### config.mk
export PLATFORM = sky130hd
export DESIGN_NAME = reset_sequencer
export DESIGN_NICKNAME = d
export VERILOG_FILES = /design/src/rtl/reset_sequencer.sv
export SDC_FILE = /design/constraint.sdc
export NUM_CORES = 1
export LEC_CHECK = 0
export ABC_AREA = 1
export CAP_MARGIN = 20
export CORE_UTILIZATION = 36
export CTS_CLUSTER_DIAMETER = 40
export DETAILED_ROUTE_END_ITERATION = 10
export SETUP_SLACK_MARGIN = 0.4
export SLEW_MARGIN = 20
export SYNTH_ARGS = -nofsm -noshare
export SYNTH_HDL_FRONTEND = slang
export SYNTH_SLANG_ARGS = --single-unit
### constraint.sdc
create_clock -name clk50 -period 1.7 [get_ports clk50]
set_input_delay 0.51 -clock clk50 [delete_from_list [all_inputs] [get_ports clk50]]
set_output_delay 0.51 -clock clk50 [all_outputs]
set_load 0.02 [all_outputs]
### src/rtl/reset_sequencer.sv
// Board-level reset generator: qualifies button and PLL lock, holds reset, then
// releases CHANNELS reset domains in a fixed stagger and records the last cause.
module reset_sequencer #(
  parameter int CHANNELS        = 3,
  parameter int HOLD_CYCLES     = 64,
  parameter int STAGGER_CYCLES  = 16,
  parameter int DEBOUNCE_CYCLES = 500000
) (
  input  logic                clk50,
  input  logic                reset,
  input  logic                resetbtn,
  input  logic                pll_locked,
  output logic [CHANNELS-1:0] rst_out,
  output logic                ready,
  output logic [1:0]          cause
);

  localparam int DB_W    = $clog2(DEBOUNCE_CYCLES);
  localparam int CNT_MAX = (HOLD_CYCLES > STAGGER_CYCLES) ? HOLD_CYCLES : STAGGER_CYCLES;
  localparam int CNT_W   = $clog2(CNT_MAX + 1);
  localparam logic [DB_W-1:0]  DB_LAST   = DB_W'(DEBOUNCE_CYCLES - 1);
  localparam logic [CNT_W-1:0] HOLD_LAST = CNT_W'(HOLD_CYCLES - 1);
  localparam logic [CNT_W-1:0] STAG_LAST = CNT_W'(STAGGER_CYCLES - 1);

  typedef enum logic [1:0] {
    ST_ASSERT  = 2'b00,
    ST_HOLD    = 2'b01,
    ST_RELEASE = 2'b10,
    ST_RUN     = 2'b11
  } state_e;

  logic            btn_meta_q, btn_sync_q, pll_meta_q, pll_sync_q;
  logic            btn_stable_q;
  logic [DB_W-1:0] db_cnt_q;

  state_e                state_q, state_d;
  logic [CNT_W-1:0]      cnt_q, cnt_d;
  logic [CHANNELS-1:0]   rst_out_q, rst_out_d;
  logic                  ready_q, ready_d;
  logic [1:0]            cause_q, cause_d;

  logic                  fault_s;
  logic                  step_s;
  logic [CHANNELS-1:0]   rst_shift_s;

  // Two-flop synchronisers for the asynchronous button and lock inputs
  always_ff @(posedge clk50 or posedge reset) begin
    if (reset) begin
      btn_meta_q <= 1'b0;
      btn_sync_q <= 1'b0;
      pll_meta_q <= 1'b0;
      pll_sync_q <= 1'b0;
    end else begin
      btn_meta_q <= resetbtn;
      btn_sync_q <= btn_meta_q;
      pll_meta_q <= pll_locked;
      pll_sync_q <= pll_meta_q;
    end
  end

  // Button debouncer: a level change is accepted only after DEBOUNCE_CYCLES stable samples
  always_ff @(posedge clk50 or posedge reset) begin
    if (reset) begin
      btn_stable_q <= 1'b1;
      db_cnt_q     <= {DB_W{1'b0}};
    end else if (btn_sync_q == btn_stable_q) begin
      db_cnt_q     <= {DB_W{1'b0}};
    end else if (db_cnt_q == DB_LAST) begin
      btn_stable_q <= btn_sync_q;
      db_cnt_q     <= {DB_W{1'b0}};
    end else begin
      db_cnt_q     <= db_cnt_q + DB_W'(1);
    end
  end

  assign fault_s = ~btn_stable_q | ~pll_sync_q;
  // Channels clear from bit 0 upward, so a left shift drops the next asserted bit.
  assign rst_shift_s = rst_out_q << 1'b1;
  assign step_s = ((state_q == ST_HOLD)    && (cnt_q == HOLD_LAST)) ||
                  ((state_q == ST_RELEASE) && (cnt_q == STAG_LAST));

  // Sequencer next-state and registered-output logic
  always_comb begin
    state_d   = state_q;
    cnt_d     = cnt_q;
    rst_out_d = rst_out_q;
    ready_d   = ready_q;
    cause_d   = cause_q;
    case (state_q)
      ST_ASSERT: begin
        rst_out_d = {CHANNELS{1'b1}};
        ready_d   = 1'b0;
        cnt_d     = {CNT_W{1'b0}};
        if (!fault_s) state_d = ST_HOLD;
        else          state_d = ST_ASSERT;
      end
      ST_HOLD, ST_RELEASE: begin
        if (step_s) begin
          cnt_d     = {CNT_W{1'b0}};
          rst_out_d = rst_shift_s;
          if (rst_shift_s == {CHANNELS{1'b0}}) begin
            state_d = ST_RUN;
            ready_d = 1'b1;
          end else begin
            state_d = ST_RELEASE;
          end
        end else begin
          cnt_d = cnt_q + CNT_W'(1);
        end
      end
      ST_RUN: begin
        rst_out_d = {CHANNELS{1'b0}};
        ready_d   = 1'b1;
      end
      default: begin
        state_d   = ST_ASSERT;
        rst_out_d = {CHANNELS{1'b1}};
        ready_d   = 1'b0;
        cnt_d     = {CNT_W{1'b0}};
      end
    endcase
    // A fault outside ASSERT overrides any progress; lock loss wins over the button.
    if (fault_s && (state_q != ST_ASSERT)) begin
      state_d   = ST_ASSERT;
      rst_out_d = {CHANNELS{1'b1}};
      ready_d   = 1'b0;
      cnt_d     = {CNT_W{1'b0}};
      cause_d   = pll_sync_q ? 2'b01 : 2'b10;
    end else begin
      cause_d   = cause_q;
    end
  end

  // Sequencer state and output registers
  always_ff @(posedge clk50 or posedge reset) begin
    if (reset) begin
      state_q   <= ST_ASSERT;
      cnt_q     <= {CNT_W{1'b0}};
      rst_out_q <= {CHANNELS{1'b1}};
      ready_q   <= 1'b0;
      cause_q   <= 2'b00;
    end else begin
      state_q   <= state_d;
      cnt_q     <= cnt_d;
      rst_out_q <= rst_out_d;
      ready_q   <= ready_d;
      cause_q   <= cause_d;
    end
  end

  assign rst_out = rst_out_q;
  assign ready   = ready_q;
  assign cause   = cause_q;

endmodule

==> results.cfg <==
[status]
status = complete, no violations

[cells_and_area]
fin_area_sq_um = 3160
area_growth_pct = 44.2
fill_cells = 521
nets = 342
num_antenna_cells = 0
drive_gt1_share_pct = 40.8

[cts]
insertion_delay_ns = 0.29
cts_max_path_buffers = 2
htree_levels = 2
tritoncts = done
numCtsBuffers = 5
clkTransAtPathRegs_ns = 0.08
cts_root_buf = clkbuf_8
numClockSinks = 39
hold_buffers = 0

[timing]
finalSetupViolCount = 0
skew_ns = 0.0107
finalHoldViolations = 0
rsz0062_at_grt = yes
fmax_mhz = 676
tightest_slew_ns = 0.231
fin_tns_setup_ns = 0
fin_crit_ns = 1.48
finalCritPeriodShare_pct = 87.0
slew_viol_final = 0
whs_ns = 0.353
slew_headroom_pct = 84.5

[route]
drt_wl_total_microns = 5070
via_per_inst = 4.63
drtIter0Drc = 99
num_vias = 1891
wl_per_cell_microns = 12.4
ant_nets = 0
drc = 0
dr.pass1.iters = 4

[floorplanning]
ios = 10
dieWidth_microns = 80.0
fp.dieArea_sq_um = 6410
core_area_sq_um = 5890
die_y_microns = 80.0
start_util_pct = 37.2
rows = 28

[worst_setup_path]
cpPeakStageDelay_ns = 0.56
startpoint_type = register
worst-path-max-fanout = 3
reg2reg_to = state_q[0]
r2r.worst_path.cells = 8
rr_startpoint = state_q[1]
endpoint_kind = output port
cp.depth = 1
crit_slowest_cell = dfstp_2
ff2ff_setup_slack_ns = 0.25
cp_top_family = flip-flops
required_ns = 1.19
critical_path_class = register to output port
path_buf_inv = 1
path_cells = buf_6
worst_ep_arrival_time_ns = 0.97

[global_routing]
antenna_found_initial = 0
overflow = 0
grt_max_degree = 40
grt_pass1_wl_microns = 8230
grt_pass1_vias = 1831
track_usage_pct = 17.0

[power_and_ir_drop]
p_sw_share_pct = 21.0
power_density_nw_per_um2 = 583
internal-power_w = 0.00145
power.switching_w = 0.000388
vdd_drop_max_uv = 453
seqPwrFrac_pct = 51.5
power_frac_comb_pct = 4.9
p_clk_share_pct = 43.6
leakage_nw = 1.34

[placed_design]
gp_congestion = 0.880
dpl_cell_area_sq_um = 2420
io_buffers = 9
dp_hpwl_microns = 3030

[hold_path]
hold_class = register to register
hold_depth = 0
whs_endpoint = pll_sync_q
worstHoldStart = pll_meta_q

[logic_synthesis]
async_flop_share_pct = 100
seq_area_frac_synth_pct = 44.7
synthFlopType = dfrtp_1
synth.area.top_cells = dfrtp_1, nand2_1, nor2_1
synth_cell_type_count = 32
netlist_instances = 280
synth_edf_count = 0
yosysTopAreaCellShare_pct = 40.0
synth_nets = 290
yosys_register_bits = 39
synth_area_sq_um = 2190
yosysWarningCount = 0
synth_area_leader_cell = dfrtp_1
syn-mean-instance-area_sq_um = 7.83

[run]
drv_cap = 0
-- final cells by class --
cell class,instances,area (sq um),share of cell area (%)
clock buffers,6,82.6,2.61
repair buffers,47,472,14.9
clock inverters,2,35.0,1.11
well taps,75,93.8,2.97
inverters,34,136,4.32
multi-input cells,205,1350,42.8
flip-flops and latches,39,987,31.2
-- kinds of logic (layout without fill, tap and decap cells) --
| logic type | Yosys count | in the layout | share of synthesized area, % |
|---|---|---|---|
| AOI/OAI and AO/OA | 14 | 14 | 4.74 |
| xor gates and xnor gates | 12 | 12 | 4.79 |
| adders and majority gates | 6 | 6 | 3.42 |
| buffers and inverters | 36 | 89 | 6.74 |
| muxes | 1 | 1 | 1.03 |
| and+or+nand+nor | 172 | 172 | 34.5 |
| DFF | 39 | 39 | 44.7 |
-- metrics by stage --
stage / instances / total power [W] / setup WS (ns) / utilization [%]
6_report: 408 / 0.00184 / 0.221 / 53.7
5_1_grt: 408 / 0.00191 / 0.174 / 53.7
4_1_cts: 394 / 0.00185 / 0.218 / 48.8
3_5_place_dp: 365 / 0.00102 / 0.0762 / 41.1
3_3_place_gp: 365 / 0.00102 / 0.0813 / 41.1
2_1_floorplan: 280 / 0.000993 / 0.328 / -
-- synthesized netlist by cell type (2+ instances only) --
cell      instances
nor2_1           64
nand2_2           2
dfrtp_1          35
and2_1            2
dfstp_2           4
xor2_1           11
nand4_1           2
a21oi_2           4
o21ai_0           2
nand2_1          73
inv_2             2
nor2_4            4
ha_1              6
o21bai_1          2
inv_1            32
nand3_1          17
a21oi_1           3
-- sequential cells by signal (all words and copies together), names as in the netlist --
register,flops
db_cnt_q,19
cnt_q,7
rst_out,3
cause,2
state_q,2
btn_meta_q,1
btn_stable_q,1
btn_sync_q,1
pll_meta_q,1
pll_sync_q,1
ready,1
-- cell usage in the layout (no fill, tap or decap), types with 2 or more instances in the layout --
cell             instances
nand3_4                  4
a21oi_1                  3
nand2_4                  4
xor2_2                   3
clkbuf_8                 6
dfrtp_1                 30
nor2_1                  46
ha_1                     3
dfstp_2                  4
nand3_2                  7
xor2_1                   8
ha_4                     3
inv_1                   22
a21oi_2                  4
nand2_2                  7
inv_2                   10
nor2_4                  14
nand3_1                  8
nand2_1                 64
clkdlybuf4s50_1          3
o21bai_1                 2
buf_4                   26
dfrtp_2                  5
nor2_2                   9
buf_6                   13
nand4_1                  2
o21ai_0                  2
buf_12                   3
-- layer usage --
layer,routed length (microns),track usage [%]
met5,0,0
met4,94,7.14
met3,117,4.00
met2,2680,29.1
met1,2170,20.4
-- how the worst max path moves through the flow --
stage	slack, ns	endpoint	from
2_1_floorplan	0.33	cnt_q[6]	cnt_q[0]
3_3_place_gp	0.08	rst_out[0]	rst_out[0]
3_5_place_dp	0.08	rst_out[0]	rst_out[0]
4_1_cts	0.22	rst_out[0]	rst_out[0]
5_1_grt	0.17	state_q[0]	state_q[1]
6_report	0.22	rst_out[0]	rst_out[0]
-- worst register-to-register path: stages (launching register included) --
cell and delay, ns:
dfrtp_1 0.39, inv_2 0.07, ha_4 0.30, inv_6 0.05, nor2_4 0.10, nand3_4 0.13, buf_12 0.17, nand3_1 0.08
nand2_1 0.05
-- power by group through the flow --
stage	Clock [W]	Combinational [W]	Sequential (W)
finish	0.000803	0.0000900	0.000949
global placement	0	0.0000575	0.000962
CTS	0.000827	0.0000723	0.000947
global route	0.000863	0.0000990	0.000950
floorplan	0	0.0000316	0.000961
detailed placement	0	0.0000589	0.000962
-- timing repair --
item	in CTS	in global routing
gates resized for setup	74	44
endpoints found under the setup margin	33	39
pin swaps	14	21
cloned	0	1
setup buffers	21	13
No activity file was read; power rests on OpenSTA's default activity.
